$ cat config.mk
export PLATFORM = sky130hd
export DESIGN_NAME = ram_reader
export DESIGN_NICKNAME = d
export VERILOG_FILES = /design/src/rtl/ram_reader.sv
export SDC_FILE = /design/constraint.sdc
export NUM_CORES = 1
export LEC_CHECK = 0
export CAP_MARGIN = 30
export CORE_MARGIN = 2
export CORE_UTILIZATION = 51
export CTS_BUF_LIST = sky130_fd_sc_hd__clkbuf_4 sky130_fd_sc_hd__clkbuf_8
export DETAILED_ROUTE_END_ITERATION = 10
export GPL_TIMING_DRIVEN = 0
export PLACE_DENSITY = 0.91
export SYNTH_ARGS = -nofsm -noshare
export SYNTH_HDL_FRONTEND = slang
export SYNTH_SLANG_ARGS = --single-unit
$ cat constraint.sdc
create_clock -name CLK -period 2.15 [get_ports CLK]
set_input_delay 0.215 -clock CLK [delete_from_list [all_inputs] [get_ports CLK]]
set_output_delay 0.215 -clock CLK [all_outputs]
set_load 0.02 [all_outputs]
$ cat src/rtl/ram_reader.sv
// ram_reader: burst reader for a small combinational-read RAM.
// On START it fetches LEN words (clamped to 16) beginning at BASE, with
// address wrap at 15. Each word is offered on DOUT/DVALID and held until
// the consumer accepts it with DREADY. While a burst is running, the block
// counts the accepted words that have bit 0 set and the ones that have bit 3 set.
module ram_reader (
  input  logic       CLK,
  input  logic       RST_N,
  input  logic       START,
  input  logic [3:0] BASE,
  input  logic [4:0] LEN,
  output logic [3:0] A,
  output logic       WE,
  input  logic [3:0] Do,
  output logic [3:0] DOUT,
  output logic       DVALID,
  input  logic       DREADY,
  output logic       BUSY,
  output logic       DONE,
  output logic [4:0] F1_CNT,
  output logic [4:0] COUT_CNT
);

  localparam logic [1:0] ST_IDLE  = 2'd0;
  localparam logic [1:0] ST_FETCH = 2'd1;
  localparam logic [1:0] ST_SEND  = 2'd2;
  localparam logic [1:0] ST_FIN   = 2'd3;

  localparam logic [4:0] MAX_LEN  = 5'd16;

  // Lengths above 16 collapse to a full sweep of the 16-word RAM.
  function automatic logic [4:0] clamp_len(input logic [4:0] len);
    if (len > MAX_LEN) begin
      return MAX_LEN;
    end else begin
      return len;
    end
  endfunction

  // Beat counter increment. The value stops at 16, which a clamped burst can never exceed.
  function automatic logic [4:0] sat_inc(input logic [4:0] cnt, input logic en);
    if (en && (cnt != MAX_LEN)) begin
      return cnt + 5'd1;
    end else begin
      return cnt;
    end
  endfunction

  logic [1:0] state_r,  state_s;
  logic [3:0] addr_r,   addr_s;
  logic [3:0] dout_r,   dout_s;
  logic       dvalid_r, dvalid_s;
  logic [4:0] rem_r,    rem_s;
  logic [4:0] f1_r,     f1_s;
  logic [4:0] cout_r,   cout_s;
  logic       busy_r,   busy_s;
  logic       done_r,   done_s;
  logic [4:0] eff_len_s;
  logic       beat_s;

  assign eff_len_s = clamp_len(LEN);
  assign beat_s    = (state_r == ST_SEND) && dvalid_r && DREADY;

  // Next-state and next-datapath computation for the burst sequencer.
  always_comb begin
    state_s  = state_r;
    addr_s   = addr_r;
    dout_s   = dout_r;
    dvalid_s = dvalid_r;
    rem_s    = rem_r;
    f1_s     = f1_r;
    cout_s   = cout_r;
    case (state_r)
      ST_IDLE: begin
        if (START) begin
          f1_s   = 5'd0;
          cout_s = 5'd0;
          if (eff_len_s != 5'd0) begin
            addr_s  = BASE;
            rem_s   = eff_len_s;
            state_s = ST_FETCH;
          end else begin
            rem_s   = 5'd0;
            state_s = ST_FIN;
          end
        end else begin
          state_s = ST_IDLE;
        end
      end
      ST_FETCH: begin
        dout_s   = Do;
        dvalid_s = 1'b1;
        state_s  = ST_SEND;
      end
      ST_SEND: begin
        if (beat_s) begin
          dvalid_s = 1'b0;
          rem_s    = rem_r - 5'd1;
          f1_s     = sat_inc(f1_r, dout_r[0]);
          cout_s   = sat_inc(cout_r, dout_r[3]);
          if (rem_r > 5'd1) begin
            addr_s  = addr_r + 4'd1;
            state_s = ST_FETCH;
          end else begin
            state_s = ST_FIN;
          end
        end else begin
          state_s = ST_SEND;
        end
      end
      ST_FIN: begin
        state_s = ST_IDLE;
      end
      default: begin
        dvalid_s = 1'b0;
        state_s  = ST_IDLE;
      end
    endcase
  end

  // Status flags are derived from the next state so that they leave the block registered.
  always_comb begin
    busy_s = (state_s != ST_IDLE);
    done_s = (state_s == ST_FIN);
  end

  // State and output registers. Reset clears them immediately, so a burst interrupted by reset is abandoned.
  always_ff @(posedge CLK or negedge RST_N) begin
    if (!RST_N) begin
      state_r  <= ST_IDLE;
      addr_r   <= 4'd0;
      dout_r   <= 4'd0;
      dvalid_r <= 1'b0;
      rem_r    <= 5'd0;
      f1_r     <= 5'd0;
      cout_r   <= 5'd0;
      busy_r   <= 1'b0;
      done_r   <= 1'b0;
    end else begin
      state_r  <= state_s;
      addr_r   <= addr_s;
      dout_r   <= dout_s;
      dvalid_r <= dvalid_s;
      rem_r    <= rem_s;
      f1_r     <= f1_s;
      cout_r   <= cout_s;
      busy_r   <= busy_s;
      done_r   <= done_s;
    end
  end

  assign A        = addr_r;
  assign WE       = 1'b0;
  assign DOUT     = dout_r;
  assign DVALID   = dvalid_r;
  assign BUSY     = busy_r;
  assign DONE     = done_r;
  assign F1_CNT   = f1_r;
  assign COUT_CNT = cout_r;

endmodule

==> impl_metrics.py <==
metrics = {
    "clock_network": {
        "cts_max_level": 1,
        "cts_sinks": 28,
        "postCtsSetupBuffers": 0,
        "cts_resized": 0,
        "root_buffer": "clkbuf_4",
        "clk_latency_ps": 330,
        "tritoncts": "built",
        "cts.reportedPaths.clkPinSlew_ps": 140,
        "cts_hold_buf": 0,
        "numCtsBuffers": 3,
        "cts_buffer_depth": 2,
    },
    "power_and_ir_drop": {
        "pwr-share-comb_pct": 56.1,
        "p_int_mw": 1.43,
        "power_leakage_nw": 0.873,
        "netSwitchingFraction_pct": 44.6,
        "power_density_nw_per_um2": 1260,
        "p_clk_share_pct": 8.3,
        "power_mw": 2.58,
        "vdd_ir_drop_max_v": 0.000734,
        "seqPwrFrac_pct": 35.6,
        "power_switching_mw": 1.15,
    },
    "final_layout": {
        "drive_above_1_share_pct": 9.27,
        "final.fill_count": 223,
        "diodes": 0,
        "layout_commonest_cell": "clkdlybuf4s50_1",
        "nNetsFinal": 231,
        "utilization_pct": 68.4,
        "final_area_um2": 2050,
        "final_cell_mix": "clkdlybuf4s50_1 (37), dfrtp_1 (28), nand2_1 (13)",
        "finalNonFillerCells": 238,
        "area_growth_pct": 29.0,
    },
    "placed_design": {
        "dp_hpwl_um": 2600,
        "post-place-cells": 235,
        "dpl_cell_area_um2": 2030,
        "routabilityCongestion": 0.882,
        "post-place-ws_ps": 40.2,
        "numPortBuffers": 37,
    },
    "drt": {
        "wire_per_inst_um": 14.5,
        "routed_wl_um": 3460,
        "postRouteAntennaNets": 0,
        "first_pass_iters": 6,
        "first_iter_violations": 45,
        "vias_per_cell": 5.89,
        "via_count": 1402,
        "post-route-drc-count": 0,
    },
    "worst_setup_path": {
        "slowest_stage": "dfrtp_1",
        "r2r_end": "A[1]$_DFFE_PN0P_",
        "worstPathArrival_ps": 2100,
        "crit_path_end_kind": "flop",
        "critical_path_buf_inv_count": 2,
        "reg2reg_depth": 6,
        "cp_top_family": "simple AND/OR/NAND/NOR gates",
        "slowest_delay_ps": 490,
        "rrSetupSlack_ps": 270,
        "cp.required_ps": 2370,
        "critical_path_class": "reg2reg",
        "r2r-start": "state_r[1]$_DFF_PN0_",
        "cp_max_fo": 8,
        "crit_chain": "and4b_1 -> buf_4 -> nor2_2 -> inv_2 -> nand3_1 -> mux2_1",
        "crit_path_start_kind": "flop",
    },
    "global_route": {
        "overflow": 0,
        "grt_pass1_vias": 1292,
        "grt_start_max_net_pins": 18,
        "grt_usage_pct": 21.4,
        "antenna_found_initial": 0,
        "grt_pass1_wl_um": 5870,
    },
    "synth": {
        "synth.distinct_cells": 47,
        "syn_area_per_cell_um2": 9.70,
        "netlist_area_um2": 1590,
        "synth_fp_nets": 188,
        "syn_inst": 164,
        "synth_ff_type": "dfrtp_1",
        "yosys_register_bits": 28,
        "yosysSeqAreaShare_pct": 44.0,
        "synth_warnings": 0,
        "async_reset_ff_share_pct": 100,
        "synth_edf_count": 0,
    },
    "timing": {
        "max_freq_ghz": 0.533,
        "worstMarginPinSlew_ps": 626,
        "fin_ws_ps": 273,
        "setup_tns_ps": 0,
        "hold_viol": 0,
        "finClkSkew_ps": 5.84,
        "fin_crit_sh_pct": 87.3,
        "hold_slack_ps": 254,
        "relSlewSlack_pct": 58.1,
        "rsz0062_at_grt": "false",
        "setup_viol": 0,
        "post-route-min-period_ps": 1880,
        "drv_slew": 0,
    },
    "die": {
        "core_area_um2": 3000,
        "ios": 39,
        "die_h_um": 59.9,
        "rows": 20,
        "fp.dieW_um": 59.9,
        "dieArea_um2": 3580,
        "start_util_pct": 53.0,
    },
    "status": {
        "status": "finished, final reports clean",
    },
    "run": {
        "max-cap-violations": 0,
    },
    "hold_path": {
        "hp-class": "in2async",
    },
}
-- layer usage --
| layer | vias to the layer above | global-route usage (%) | part of all wire, % |
|---|---|---|---|
| met1 | 667 | 29.5 | 47 |
| li1 | 696 | - | - |
| met5 | - | 0 | 0 |
| met3 | 4 | 3.90 | 4.2 |
| met4 | 0 | 5.71 | 1.2 |
| met2 | 35 | 34.8 | 48 |
-- worst max path at each step --
| stage | from | endpoint | cells after the start |
|---|---|---|---|
| 2_1_floorplan | DVALID$_DFFE_PN0P_ | A[1]$_DFFE_PN0P_ | 6 |
| 3_3_place_gp | DREADY | A[1]$_DFFE_PN0P_ | 7 |
| 3_5_place_dp | DREADY | A[1]$_DFFE_PN0P_ | 7 |
| 4_1_cts | state_r[1]$_DFF_PN0_ | A[1]$_DFFE_PN0P_ | 6 |
| 5_1_grt | DVALID$_DFFE_PN0P_ | A[1]$_DFFE_PN0P_ | 6 |
| 6_report | state_r[1]$_DFF_PN0_ | A[1]$_DFFE_PN0P_ | 6 |
-- power by group through the flow --
stage | logic, mW | registers, mW | clock network, mW
after floorplan | 0.792 | 1.05 | 0
after global placement | 1.41 | 0.917 | 0
after detailed placement | 1.45 | 0.926 | 0
after CTS | 1.45 | 0.916 | 0.223
after global routing | 1.59 | 0.950 | 0.242
final | 1.45 | 0.920 | 0.214
-- worst reg2reg max path: cells and delay by family (launching register included) --
kind,cells,cell delay (ps)
buffers and inverters,2,280
multiplexers,1,340
AND/OR/NAND/NOR,3,680
flip-flops,1,490
-- cells by family after synthesis --
group / after synthesis / share of synthesized area (%)
AOI/OAI and AO/OA: 45 / 19.3
and+or+nand+nor: 56 / 20.0
buffers and inverters: 20 / 6.05
DFF: 28 / 44.0
adders and majority gates: 7 / 5.50
other: 1 / 0.236
muxes: 7 / 4.80
-- state kept, by name, summed over array words and instances, names as in the netlist --
signal    count
DONE          1
DOUT          4
rem_r         5
state_r       2
BUSY          1
A             4
F1_CNT        5
DVALID        1
COUT_CNT      5
-- cell usage after synthesis, types with 3 or more instances --
library cell	number	area, um^2
o2111ai_1	4	35.0
o31ai_1	3	22.5
buf_4	3	22.5
dfrtp_1	28	701
nand2_1	13	48.8
or4_1	8	60.1
a21oi_1	11	55.1
ha_1	7	87.6
nor2_1	12	45.0
inv_1	10	37.5
mux2_2	4	45.0
nand3_1	4	20.0
o211ai_1	5	37.5
o21ai_0	5	25.0
nor3_1	5	25.0
-- area by class of cell --
type / count / area, um^2 / share of cell area, %
Inverter: 11 / 41.3 / 2.01
Tap cell: 33 / 41.3 / 2.01
Sequential cell: 28 / 701 / 34.1
Multi-Input combinational cell: 116 / 795 / 38.7
Buffer: 9 / 55.1 / 2.68
Timing Repair Buffer: 38 / 398 / 19.4
Clock buffer: 3 / 22.5 / 1.10
No activity file was read; power rests on OpenSTA's default activity.
